[src/rtl/bridge_arbiter_pkg.sv]
// -----------------------------------------------------------------------------
// bridge_arbiter_pkg
// Shared definitions for the two-master system-bridge arbiter: FSM state
// encoding, the default lock hold limit and the idle bus value.
// Configuration macro: ARB_ROUND_ROBIN_EN (consumed by the arbiter files).
// -----------------------------------------------------------------------------
package bridge_arbiter_pkg;

  localparam logic [1:0] ST_IDLE = 2'b00;
  localparam logic [1:0] ST_OWN0 = 2'b01;
  localparam logic [1:0] ST_OWN1 = 2'b10;

  localparam int MAX_HOLD_DEFAULT = 8;

  typedef struct packed {
    logic [31:0] addr;
    logic [31:0] wdata;
    logic [3:0]  byteen;
  } bus_t;

  // All-zero payload: byteen=0 means no write can reach the bridge.
  localparam bus_t BUS_IDLE = '{addr: 32'h0, wdata: 32'h0, byteen: 4'h0};

  function automatic logic [1:0] own_state(input logic owner);
    return owner ? ST_OWN1 : ST_OWN0;
  endfunction

endpackage

[src/rtl/bridge_arbiter_arb_pick.sv]
// -----------------------------------------------------------------------------
// bridge_arbiter_arb_pick
// Combinational next-owner selection from the effective requests.
// Configuration macro: ARB_ROUND_ROBIN_EN
//   defined   : contested pick goes to the master that is not last_owner
//   undefined : fixed priority, master 0 wins a contested pick
// Ports:
//   req_i        [1:0] effective requests (bit N = master N)
//   last_owner_i       master that owned the bus most recently (RR only)
//   owner_o            selected master, meaningful when valid_o=1
//   valid_o            at least one effective request present
// -----------------------------------------------------------------------------
module bridge_arbiter_arb_pick (
  input  logic [1:0] req_i,
`ifdef ARB_ROUND_ROBIN_EN
  input  logic       last_owner_i,
`endif
  output logic       owner_o,
  output logic       valid_o
);

  assign valid_o = |req_i;

`ifdef ARB_ROUND_ROBIN_EN
  always_comb begin
    if (req_i == 2'b11) owner_o = ~last_owner_i;
    else                owner_o = req_i[1];
  end
`else
  assign owner_o = ~req_i[0];
`endif

endmodule

[src/rtl/bridge_arbiter.sv]
// -----------------------------------------------------------------------------
// bridge_arbiter
// Shares the single system-bridge slave port between master 0 (CPU data port)
// and master 1 (loader/DMA). One transfer completes per granted cycle; lock
// gives bounded back-to-back ownership (MAX_HOLD cycles under contention).
// Configuration macro: ARB_ROUND_ROBIN_EN (round-robin contested pick and
// last_owner tracking; fixed m0 priority when undefined).
// Ports:
//   clk, reset (async, active low)
//   mN_req/mN_lock/mN_addr/mN_wdata/mN_byteen  master N request and payload
//   mN_gnt                                     master N owns the bus this cycle
//   mN_rdata                                   bridge read data (valid on gnt)
//   b_adress/b_Wdata/b_byteen                  muxed payload to the bridge
//   b_Rdata                                    combinational bridge read data
// -----------------------------------------------------------------------------
module bridge_arbiter
  import bridge_arbiter_pkg::*;
#(
  parameter int MAX_HOLD = MAX_HOLD_DEFAULT
) (
  input  logic        clk,
  input  logic        reset,
  input  logic        m0_req,
  input  logic        m0_lock,
  input  logic [31:0] m0_addr,
  input  logic [31:0] m0_wdata,
  input  logic [3:0]  m0_byteen,
  output logic        m0_gnt,
  output logic [31:0] m0_rdata,
  input  logic        m1_req,
  input  logic        m1_lock,
  input  logic [31:0] m1_addr,
  input  logic [31:0] m1_wdata,
  input  logic [3:0]  m1_byteen,
  output logic        m1_gnt,
  output logic [31:0] m1_rdata,
  output logic [31:0] b_adress,
  output logic [31:0] b_Wdata,
  output logic [3:0]  b_byteen,
  input  logic [31:0] b_Rdata
);

  localparam logic [7:0] HOLD_LIMIT = 8'(MAX_HOLD - 1);

  logic [1:0] state_q, state_d;
  logic [7:0] hold_q, hold_d;
  logic [1:0] eff_req;
  logic       pick_owner, pick_valid;
  bus_t       bus;

  // The owner's request was served this cycle unless it asked to keep the bus.
  always_comb begin
    eff_req = {m1_req, m0_req};
    if (state_q == ST_OWN0 && !m0_lock) eff_req[0] = 1'b0;
    if (state_q == ST_OWN1 && !m1_lock) eff_req[1] = 1'b0;
  end

`ifdef ARB_ROUND_ROBIN_EN
  logic last_q, last_d;

  always_comb begin
    last_d = last_q;
    if (state_q == ST_OWN0) last_d = 1'b0;
    if (state_q == ST_OWN1) last_d = 1'b1;
  end

  always_ff @(posedge clk or negedge reset) begin
    if (!reset) last_q <= 1'b1;
    else        last_q <= last_d;
  end

  bridge_arbiter_arb_pick u_arb_pick (
    .req_i        (eff_req),
    .last_owner_i (last_q),
    .owner_o      (pick_owner),
    .valid_o      (pick_valid)
  );
`else
  bridge_arbiter_arb_pick u_arb_pick (
    .req_i   (eff_req),
    .owner_o (pick_owner),
    .valid_o (pick_valid)
  );
`endif

  // Locked owner keeps the bus until the hold limit is hit while the other
  // master waits; that forced hand-over bypasses the pick policy.
  always_comb begin
    state_d = ST_IDLE;
    if (state_q == ST_OWN0 && m0_lock && m0_req)
      state_d = (hold_q == HOLD_LIMIT && m1_req) ? ST_OWN1 : ST_OWN0;
    else if (state_q == ST_OWN1 && m1_lock && m1_req)
      state_d = (hold_q == HOLD_LIMIT && m0_req) ? ST_OWN0 : ST_OWN1;
    else if (pick_valid)
      state_d = own_state(pick_owner);
  end

  always_comb begin
    hold_d = 8'h00;
    if (state_d == state_q && state_q != ST_IDLE)
      hold_d = (hold_q < HOLD_LIMIT) ? hold_q + 8'h01 : hold_q;
  end

  always_ff @(posedge clk or negedge reset) begin
    if (!reset) begin
      state_q <= ST_IDLE;
      hold_q  <= 8'h00;
    end else begin
      state_q <= state_d;
      hold_q  <= hold_d;
    end
  end

  always_comb begin
    bus = BUS_IDLE;
    case (state_q)
      ST_OWN0: bus = '{addr: m0_addr, wdata: m0_wdata, byteen: m0_byteen};
      ST_OWN1: bus = '{addr: m1_addr, wdata: m1_wdata, byteen: m1_byteen};
      default: bus = BUS_IDLE;
    endcase
  end

  assign m0_gnt   = (state_q == ST_OWN0);
  assign m1_gnt   = (state_q == ST_OWN1);
  assign b_adress = bus.addr;
  assign b_Wdata  = bus.wdata;
  assign b_byteen = bus.byteen;
  assign m0_rdata = b_Rdata;
  assign m1_rdata = b_Rdata;

endmodule

[config.mk]
export PLATFORM = sky130hd
export DESIGN_NAME = bridge_arbiter
export DESIGN_NICKNAME = d
export VERILOG_FILES = /design/src/rtl/bridge_arbiter_pkg.sv /design/src/rtl/bridge_arbiter_arb_pick.sv /design/src/rtl/bridge_arbiter.sv
export SDC_FILE = /design/constraint.sdc
export NUM_CORES = 1
export LEC_CHECK = 0
export CORE_AREA = 2 2 121 123
export DETAILED_ROUTE_END_ITERATION = 16
export DIE_AREA = 0 0 123 125
export PLACE_DENSITY = 0.54
export SLEW_MARGIN = 40
export SYNTH_ARGS = -nofsm -noshare
export SYNTH_HDL_FRONTEND = slang
export SYNTH_HIERARCHICAL = 1
export SYNTH_SLANG_ARGS = --single-unit
[constraint.sdc]
create_clock -name clk -period 3.7 [get_ports clk]
set_input_delay 0.925 -clock clk [delete_from_list [all_inputs] [get_ports clk]]
set_output_delay 0.925 -clock clk [all_outputs]
set_load 0.03 [all_outputs]
==> impl_metrics.json, run 1 <==
{
  "synth.yosys.warnings": 6,
  "slew_headroom_pct": 67.3,
  "synth_top_area_share_pct": 23.7,
  "placement_rows": 44,
  "commonest_non_fill_non_tap_cell_in_the_layout": "clkdlybuf4s50_1",
  "place.gp.congestion": 0.707,
  "num-fill-cells": 1522,
  "worst_ep_required_time_ns": 2.77,
  "power_per_cell_area_nw_per_um2": 312,
  "period_needed_ns": 3.33,
  "grt_antenna_before_repair": 0,
  "critical_path_arrival_ns": 2.40,
  "via_count_of_the_first_global_routing_pass": 2525,
  "cp_cell_sequence": "inv_1, ha_2, buf_12, a22oi_1, nor2b_1, clkdlybuf4s50_1",
  "floorplan_core_area_um2": 14200,
  "post_route_cells_drive_above_1_share_pct": 7.11,
  "critPathCaptureType": "output pin",
  "worstSetupPathType": "reg2out",
  "synth-seq-area-share_pct": 11.6,
  "drt-wirelength-per-cell_um": 14.3,
  "viasPerCell": 4.16,
  "reg2regPathDepth": 8,
  "drt-pass1-iter-count": 4,
  "max-clock-path-buffers": 2,
  "post_cts.resized_instances": 0,
  "cts_buffers": 3,
  "layoutNonFillerInstCount": 606,
  "timing.final.hold_violations": 0,
  "pwr-share-seq_pct": 9.6,
  "drt_wl_total_um": 8650,
  "critical-path-max-stage-delay_ns": 0.68,
  "initialDrtViolationCount": 67,
  "floorplan.io_pins": 308,
  "starting_density_pct": 15.2,
  "power_frac_clock_pct": 16.6,
  "h-tree-depth": 1,
  "worst_clock_skew_ns": 0.00111,
  "net_count_after_synthesis": 465,
  "cts_post_setup_buffers_inserted": 0,
  "root_buffer": "clkbuf_16",
  "tightest_slew_ns": 0.487,
  "synth-seq-cells": 10,
  "synth.lib_cells_used.distinct": 33,
  "biggest_area_consumer_among_synthesized_cells": "a22oi_1",
  "netSwitchingPower_w": 0.000532,
  "route.detailed.drc": 0,
  "power.share.switching_pct": 41.6,
  "fin_nets": 601,
  "rsz0062_at_grt": "false",
  "grt_overflow": 0,
  "run_status": "completed",
  "startpoint_type": "register",
  "syn_area_cell_um2": 7.52,
  "total_die_area_um2": 15400,
  "synthToLayoutAreaGrowth_pct": 90.0,
  "synth_cells": 287,
  "drv_slew": 0,
  "diodes": 0,
  "postCtsHoldBufs": 0,
  "die_w_um": 123,
  "p_int_w": 0.000747,
  "cts.reportedPaths.clkPinSlew_ns": 0.04,
  "postRouteAntennaNets": 0,
  "gr-usage-all-layers_pct": 9.98,
  "clock_sink_count": 10,
  "post-place-cells": 602,
  "syn_std_cell_area_um2": 2160,
  "timing.final.setup_violations": 0,
  "clkLatencyLatePin_ns": 0.24,
  "finalSetupTns_ns": 0,
  "vert_die_dim_um": 125,
  "finalCritPeriodShare_pct": 89.9,
  "final_core_util_pct": 28.9,
  "vias": 2518,
  "ys_top_cells_by_area": "a22oi_1 (24%), buf_4 (22%), nor2b_1 (20%), dfrtp_1 (12%), clkbuf_1 (3.5%)",
  "type_of_the_most_critical_hold_path": "reg2reg",
  "vdd.ir_drop.worst_mv": 0.139,
  "fmax_mhz": 301,
  "layout_common_cells": "clkdlybuf4s50_1 (203), a22oi_1 (68), nor2b_1 (68)",
  "cap_viol_max_count": 0,
  "crit_fanout": 32,
  "comb_power_share_pct": 73.8,
  "cellLeakagePower_nw": 1.41,
  "port_buffers": 211,
  "worst_hold_path.num_cells": 2,
  "hpwl_um": 6800,
  "grt_max_degree": 38,
  "grt_first_pass_wirelength_um": 12400,
  "tritoncts": "done",
  "slowest_cell_on_the_critical_path": "clkdlybuf4s50_1"
}
-- metal layers --
layer | share of wire [%] | global-route usage, % | vias up
li1 | - | - | 1220
met1 | 36 | 10.3 | 1135
met2 | 52 | 19.8 | 135
met3 | 10 | 1.82 | 28
met4 | 1.9 | 3.01 | 0
met5 | 0 | 0 | -
-- flip-flops by register name (all words and copies together) (netlist names) --
register,flops
state_q,2
hold_q,8
-- kinds of logic after synthesis --
logic type	share of synthesized area, %
compound gates	27.9
xor+xnor	0.406
fa+ha+maj	2.32
buf+inv	27.9
flops	11.6
mux	1.51
simple gates	28.3
-- area by class of cell --
type,instances,area (µm²),area share [%]
Multi-Input combinational cell,183,1310,32.0
Sequential cell,10,250,6.10
Inverter,7,26.3,0.641
Timing Repair Buffer,218,2190,53.5
Tap cell,184,230,5.61
Clock buffer,4,88.8,2.17
-- cells in the mapped netlist --
cell      number
nand4b_1       1
mux2i_4        1
nor4_1         1
a21boi_0       2
a31oi_1        2
nand2_1        2
a22oi_4        1
ha_1           4
nand3_1        6
nor2b_1       68
and3_2         1
or4_4          2
buf_1          2
a21oi_1        2
and3_1         1
clkbuf_8       1
a211o_2        1
o21ai_0        1
inv_1          7
or2_1          1
and2_4         1
buf_4         64
nor4_4         1
a311oi_1       1
nor2_1         7
a22oi_1       68
nand4_1        2
dfrtp_1       10
a21o_2         1
nor3b_1        3
clkbuf_1      20
xnor2_1        1
mux2i_1        1
-- through the flow --
stage	worst slack, ns	instance area, µm²	hold WS [ns]	total power (W)
6_report	0.373	4100	0.539	0.00128
5_1_grt	0.179	4100	0.558	0.00136
4_1_cts	0.345	4100	0.534	0.00130
3_5_place_dp	0.427	4010	0.527	0.00108
3_3_place_gp	0.426	4010	0.514	0.00107
2_1_floorplan	0.545	2160	0.502	0.000772
-- worst max-delay path: cells and delay by family (launching register included) --
family,cells,cell delay [ns]
flops,1,0.39
compound gates,1,0.08
buf+inv,3,1.03
fa+ha+maj,1,0.49
simple gates,1,0.15
-- worst paths after layout --
check	slack [ns]	end	start
max	0.37	b_Wdata[18]	state_q[1]$_DFF_PN0_
min	0.54	hold_q[4]$_DFFE_PN0P_	hold_q[4]$_DFFE_PN0P_
max reg2reg	1.19	hold_q[1]$_DFFE_PN0P_	state_q[1]$_DFF_PN0_
min reg2reg	0.54	hold_q[4]$_DFFE_PN0P_	hold_q[4]$_DFFE_PN0P_
max in group asynchronous	2.39	state_q[1]$_DFF_PN0_	reset
min in group asynchronous	1.00	hold_q[3]$_DFFE_PN0P_	reset
-- power groups by stage --
stage                     Sequential, W  Clock (W)  Combinational (W)
after floorplan                0.000123          0           0.000649
after global placement         0.000124          0           0.000947
after detailed placement       0.000125          0           0.000952
after CTS                      0.000123   0.000215           0.000959
after global routing           0.000124   0.000225            0.00101
final                          0.000123   0.000212           0.000944
Power figures use the tool's default switching activity.
==> inputs of run 2 (changes only) <==
--- a/config.mk
+++ b/config.mk
@@ -5,12 +5,12 @@
 export SDC_FILE = /design/constraint.sdc
 export NUM_CORES = 1
 export LEC_CHECK = 0
-export CORE_AREA = 2 2 121 123
+export ABC_AREA = 1
+export CORE_AREA = 2 2 120 122
 export DETAILED_ROUTE_END_ITERATION = 16
-export DIE_AREA = 0 0 123 125
+export DIE_AREA = 0 0 122 124
 export PLACE_DENSITY = 0.54
 export SLEW_MARGIN = 40
 export SYNTH_ARGS = -nofsm -noshare
 export SYNTH_HDL_FRONTEND = slang
-export SYNTH_HIERARCHICAL = 1
 export SYNTH_SLANG_ARGS = --single-unit
==> run 2 against run 1 <==
  * Total power fell by 0.93%
  * Worst hold slack got worse by 0.036 ns
  * Count of clock-buffer cells in the layout unchanged
  * Sequential cell count unchanged
  * Critical path type unchanged
  * Critical path depth shrank 1
  * Non-clock buffer count fell by 3
  * Sequential share of layout area rose by 0.27 points
==> impl_metrics.json, run 2 <==
{
  "run_status": "completed",
  "drt-wirelength-per-cell_um": 13.1,
  "max-clock-path-buffers": 2,
  "synth-seq-cells": 10,
  "floorplan_core_area_um2": 13700,
  "clock_sink_count": 10,
  "syn_std_cell_area_um2": 2040,
  "port_buffers": 211,
  "synth-compound-area-share_pct": 17.2,
  "combinational_family_with_the_most_area_after_synthesis": "simple AND/OR/NAND/NOR gates",
  "crit_fanout": 68,
  "viasPerCell": 4.00,
  "area_share_of_xor_xnor_cells_in_the_synthesized_design_pct": 0.429,
  "placement_rows": 43,
  "worst_r2r_endpoint": "hold_q[0]$_DFFE_PN0P_",
  "startpoint_type": "register",
  "largest_reg_flops": 8,
  "type_of_the_most_critical_hold_path": "reg2reg",
  "initialDrtViolationCount": 77,
  "synth.area.mux_share_pct": 0.490,
  "floorplan.io_pins": 308,
  "clkLatencyLatePin_ns": 0.23,
  "synth-edff-count": 0,
  "finalSetupTns_ns": 0,
  "synth_top_area_share_pct": 27.9,
  "drt_wl_total_um": 8930,
  "commonest_non_fill_non_tap_cell_in_the_layout": "clkdlybuf4s50_1",
  "drt-pass1-iter-count": 4,
  "worstSetupPathType": "reg2out",
  "postCtsHoldBufs": 0,
  "drv_slew": 0,
  "slowest_cell_on_the_critical_path": "clkdlybuf4s50_1",
  "timing.final.setup_violations": 0,
  "vdd.ir_drop.worst_mv": 0.194,
  "ys_top_cells_by_count": "nand2_1 (152), a21oi_1 (70), buf_4 (65)",
  "h-tree-depth": 1,
  "final_core_util_pct": 28.6,
  "worst_setup_path_startpoint": "state_q[0]$_DFF_PN0_",
  "worst_ep_required_time_ns": 2.77,
  "cellLeakagePower_nw": 1.44,
  "rsz0062_at_grt": "false",
  "critical_path_endpoint": "b_adress[6]",
  "synthToLayoutAreaGrowth_pct": 92.3,
  "hpwl_um": 7300,
  "cts_buffers": 3,
  "reg2regPathDepth": 12,
  "slew_headroom_pct": 52.8,
  "regToRegStartpoint": "state_q[0]$_DFF_PN0_",
  "critical-path-max-stage-delay_ns": 0.64,
  "route.detailed.drc": 0,
  "power_per_cell_area_nw_per_um2": 323,
  "critical_path_arrival_ns": 2.42,
  "timing.final.hold_violations": 0,
  "reg_top3": "hold_q x8, state_q x2",
  "period_needed_ns": 3.35,
  "post_cts.resized_instances": 0,
  "root_buffer": "clkbuf_16",
  "synth.lib_cells_used.distinct": 18,
  "gr-usage-all-layers_pct": 10.5,
  "layout_common_cells": "clkdlybuf4s50_1 (211), nand2_1 (152), a21oi_1 (70)",
  "synth-seq-area-share_pct": 12.3,
  "vert_die_dim_um": 124,
  "syn_area_cell_um2": 5.55,
  "synth_cells": 368,
  "tightest_slew_ns": 0.708,
  "worst_clock_skew_ns": 0.00132,
  "reg2reg_slack_ns": 1.59,
  "synth-simple-area-share_pct": 36.1,
  "yosys.cell_count.top_type": "nand2_1",
  "ys_top_cells_by_area": "nand2_1 (28%), buf_4 (24%), a21oi_1 (17%), dfrtp_1 (12%), nor2_2 (3.1%)",
  "cts_post_setup_buffers_inserted": 0,
  "finalCritPeriodShare_pct": 90.5,
  "diodes": 0,
  "cap_viol_max_count": 0,
  "cts.reportedPaths.clkPinSlew_ns": 0.04,
  "net_count_after_synthesis": 546,
  "fin_nets": 679,
  "synth.yosys.warnings": 0,
  "total_die_area_um2": 15100,
  "die_w_um": 122,
  "async_reset_ff_share_pct": 100,
  "synth_top_flop_cell": "dfrtp_1",
  "grt_first_pass_wirelength_um": 12900,
  "vias": 2722,
  "synth_adder_area_share_pct": 2.45,
  "cp_cell_sequence": "inv_1, ha_1, inv_4, a21oi_1, clkdlybuf4s50_1",
  "final.hold.worst_slack_ns": 0.503,
  "tritoncts": "done",
  "registers.top_by_ff_count": "hold_q",
  "via_count_of_the_first_global_routing_pass": 2650,
  "biggest_area_consumer_among_synthesized_cells": "nand2_1",
  "fmax_mhz": 299,
  "starting_density_pct": 14.9,
  "post_route_cells_drive_above_1_share_pct": 5.40,
  "grt_overflow": 0,
  "place.gp.congestion": 0.714,
  "critPathCaptureType": "output pin",
  "grt_antenna_before_repair": 1,
  "grt_max_degree": 69,
  "postRouteAntennaNets": 0
}
-- run 2: layout make-up --
| cell class | instances | area [µm²] |
|---|---|---|
| fill | 1530 | 9790 |
| timing repair buffer | 215 | 2140 |
| multi-input combinational | 256 | 1160 |
| sequential | 10 | 250 |
| tap | 180 | 225 |
| clock buffer | 4 | 88.8 |
| inverter | 15 | 58.8 |
-- run 2: power breakdown --
part / internal [W] / leakage, nW / switching [W]
logic: 0.000394 / 1.26 / 0.000539
clock network: 0.000162 / 0.0442 / 0.0000496
registers: 0.000117 / 0.136 / 0.00000604
total: 0.000673 / 1.44 / 0.000595
-- run 2: logic make-up after synthesis --
family / count (synthesis)
AOI/OAI and AO/OA: 70
xor gates and xnor gates: 1
adders and majority gates: 4
buffers and inverters: 102
DFF: 10
muxes: 1
and+or+nand+nor: 180
-- run 2: metal layers --
layer	routed length [µm]	vias to the layer above	track usage, %
li1	-	1350	-
met1	3190	1191	11.0
met2	4480	171	19.9
met3	1210	8	4.44
met4	34	2	1.29
met5	13	-	0
-- run 2: worst min-delay path by stage --
stage	from	to	slack, ns	cells past startpoint
5_1_grt	hold_q[5]$_DFFE_PN0P_	hold_q[5]$_DFFE_PN0P_	0.53	2
3_3_place_gp	hold_q[4]$_DFFE_PN0P_	hold_q[4]$_DFFE_PN0P_	0.50	2
4_1_cts	hold_q[6]$_DFFE_PN0P_	hold_q[6]$_DFFE_PN0P_	0.50	2
6_report	hold_q[6]$_DFFE_PN0P_	hold_q[6]$_DFFE_PN0P_	0.50	2
2_1_floorplan	hold_q[5]$_DFFE_PN0P_	hold_q[5]$_DFFE_PN0P_	0.48	2
3_5_place_dp	hold_q[6]$_DFFE_PN0P_	hold_q[6]$_DFFE_PN0P_	0.49	2
-- run 2: critical path: cells and delay by family (launching register included) --
family,cells,cell delay [ns]
flops,1,0.41
buf+inv,3,1.26
fa+ha+maj,1,0.33
compound gates,1,0.15
-- run 2: metrics by stage --
step,setup WS (ns),total power (W),area [µm²],std cells
3_5_place_dp,0.383,0.00107,3840,676
3_3_place_gp,0.345,0.00105,3830,676
2_1_floorplan,0.832,0.000764,2040,368
6_report,0.350,0.00127,3930,680
5_1_grt,0.194,0.00135,3930,680
4_1_cts,0.342,0.00129,3930,680
==> inputs of run 3 (changes only) <==
--- a/config.mk
+++ b/config.mk
@@ -9,6 +9,7 @@
 export CORE_AREA = 2 2 120 122
 export DETAILED_ROUTE_END_ITERATION = 16
 export DIE_AREA = 0 0 122 124
+export MAX_ROUTING_LAYER = met4
 export PLACE_DENSITY = 0.54
 export SLEW_MARGIN = 40
 export SYNTH_ARGS = -nofsm -noshare
==> run 3 against run 2 <==
  * Sequential share of layout area about the same
  * Via count grew 0.37%
  * Global-route usage up 0.30 points
  * Worst hold slack unchanged
  * Largest cell class unchanged
==> impl_metrics.json, run 3 (synthesis gave the netlist of run 2 again) <==
{
  "top_signal_layer_used": "met4",
  "place.gp.congestion": 0.722,
  "floorplan_core_area_um2": 13700,
  "grt_first_pass_wirelength_um": 12900,
  "initialDrtViolationCount": 63,
  "vdd.ir_drop.worst_mv": 0.195,
  "critical_path_depth": 5,
  "layout_common_cells": "clkdlybuf4s50_1 (211), nand2_1 (152), a21oi_1 (70)",
  "regToRegStartpoint": "state_q[0]$_DFF_PN0_",
  "grt_max_degree": 69,
  "largest_reg_flops": 8,
  "cts.reportedPaths.clkPinSlew_ns": 0.04,
  "grt_antenna_before_repair": 1,
  "worst_hold_startpoint": "hold_q[6]$_DFFE_PN0P_",
  "worstSetupPathType": "reg2out",
  "power_per_cell_area_nw_per_um2": 323,
  "h-tree-depth": 1,
  "commonest_non_fill_non_tap_cell_in_the_layout": "clkdlybuf4s50_1",
  "period_needed_ns": 3.35,
  "starting_density_pct": 14.9,
  "placement_rows": 43,
  "cts_buffers": 3,
  "cap_viol_max_count": 0,
  "clkLatencyLatePin_ns": 0.23,
  "gr-usage-all-layers_pct": 10.8,
  "worst_hold_path.num_cells": 2,
  "total_die_area_um2": 15100,
  "floorplan.io_pins": 308,
  "rsz0062_at_grt": "false",
  "finalCritPeriodShare_pct": 90.6,
  "worst_ep_required_time_ns": 2.77,
  "cp_cell_sequence": "inv_1, ha_1, inv_4, a21oi_1, clkdlybuf4s50_1",
  "crit_fanout": 68,
  "tightest_slew_ns": 0.712,
  "critPathTopFamily": "buffers and inverters",
  "fin_nets": 679,
  "vert_die_dim_um": 124,
  "drt_wl_total_um": 9000,
  "worst_setup_path_startpoint": "state_q[0]$_DFF_PN0_",
  "type_of_the_most_critical_hold_path": "reg2reg",
  "postCtsHoldBufs": 0,
  "finalSetupTns_ns": 0,
  "route.detailed.drc": 0,
  "cellLeakagePower_nw": 1.44,
  "viasPerCell": 4.01,
  "startpoint_type": "register",
  "vias": 2732,
  "root_buffer": "clkbuf_16",
  "critical-path-max-stage-delay_ns": 0.64,
  "drt-wirelength-per-cell_um": 13.2,
  "slowest_cell_on_the_critical_path": "clkdlybuf4s50_1",
  "timing.final.setup_violations": 0,
  "run_status": "completed",
  "reg2regPathDepth": 12,
  "max-clock-path-buffers": 2,
  "critical_path_arrival_ns": 2.43,
  "routed_metal_1_wire_length_um": 3290,
  "port_buffers": 211,
  "reg_top3": "hold_q x8, state_q x2",
  "drt-pass1-iter-count": 4,
  "met3_wirelength_um": 1180,
  "worst_clock_skew_ns": 0.00132,
  "crit_buf_inv": 3,
  "postRouteAntennaNets": 0,
  "timing.final.hold_violations": 0,
  "fmax_mhz": 298,
  "grt_overflow": 0,
  "drv_slew": 0,
  "routed-wl-met2_um": 4490,
  "post_route_cells_drive_above_1_share_pct": 5.40,
  "tritoncts": "done",
  "cts_post_setup_buffers_inserted": 0,
  "synthToLayoutAreaGrowth_pct": 92.4,
  "hpwl_um": 7300,
  "die_w_um": 122,
  "critPathCaptureType": "output pin",
  "post_cts.resized_instances": 0,
  "slack_of_the_critical_path_ns": 0.347,
  "clock_sink_count": 10,
  "place_worst_setup_slack_ns": 0.383,
  "slew_headroom_pct": 52.5,
  "registers.top_by_ff_count": "hold_q",
  "via_count_of_the_first_global_routing_pass": 2661
}
run 3: power breakdown:
part           switching, W  internal, W  total (W)  leakage (nW)
Sequential       0.00000604     0.000117   0.000123         0.136
Clock             0.0000496     0.000162   0.000212        0.0442
Combinational      0.000541     0.000394   0.000935          1.26
Total              0.000596     0.000673    0.00127          1.44
run 3: metal layers:
metal / track usage, % / vias up
met5: - / -
met4: 1.29 / 0
met3: 4.03 / 6
met2: 19.9 / 173
met1: 11.2 / 1201
li1: - / 1352
run 3: cell type report:
cell class / count / area, µm²
Timing Repair Buffer: 215 / 2140
Multi-Input combinational cell: 256 / 1160
Fill cell: 1529 / 9790
Antenna cell: 1 / 2.50
Inverter: 15 / 58.8
Tap cell: 180 / 225
Sequential cell: 10 / 250
Clock buffer: 4 / 88.8
run 3: worst paths after layout:
path / to / slack (ns)
max: b_adress[6] / 0.35
min: hold_q[6]$_DFFE_PN0P_ / 0.50
max reg2reg: hold_q[0]$_DFFE_PN0P_ / 1.60
min reg2reg: hold_q[6]$_DFFE_PN0P_ / 0.50
max in group asynchronous: hold_q[3]$_DFFE_PN0P_ / 2.37
min in group asynchronous: hold_q[5]$_DFFE_PN0P_ / 1.01
run 3: per-stage QoR:
stage | cell area (µm²) | util, % | cells | hold WS, ns | total power, W
after CTS | 3930 | 28.6 | 680 | 0.504 | 0.00129
after detailed placement | 3840 | 28.0 | 676 | 0.494 | 0.00107
after global routing | 3930 | 28.6 | 681 | 0.533 | 0.00135
final | 3930 | 28.6 | 681 | 0.503 | 0.00127
after floorplan | 2040 | - | 368 | 0.481 | 0.000764
after global placement | 3830 | 28.0 | 676 | 0.497 | 0.00105
run 3: tightest hold or removal path: stages (launching register included):
cell and delay (ns):
dfrtp_1 0.36, inv_1 0.06, nor2_2 0.04
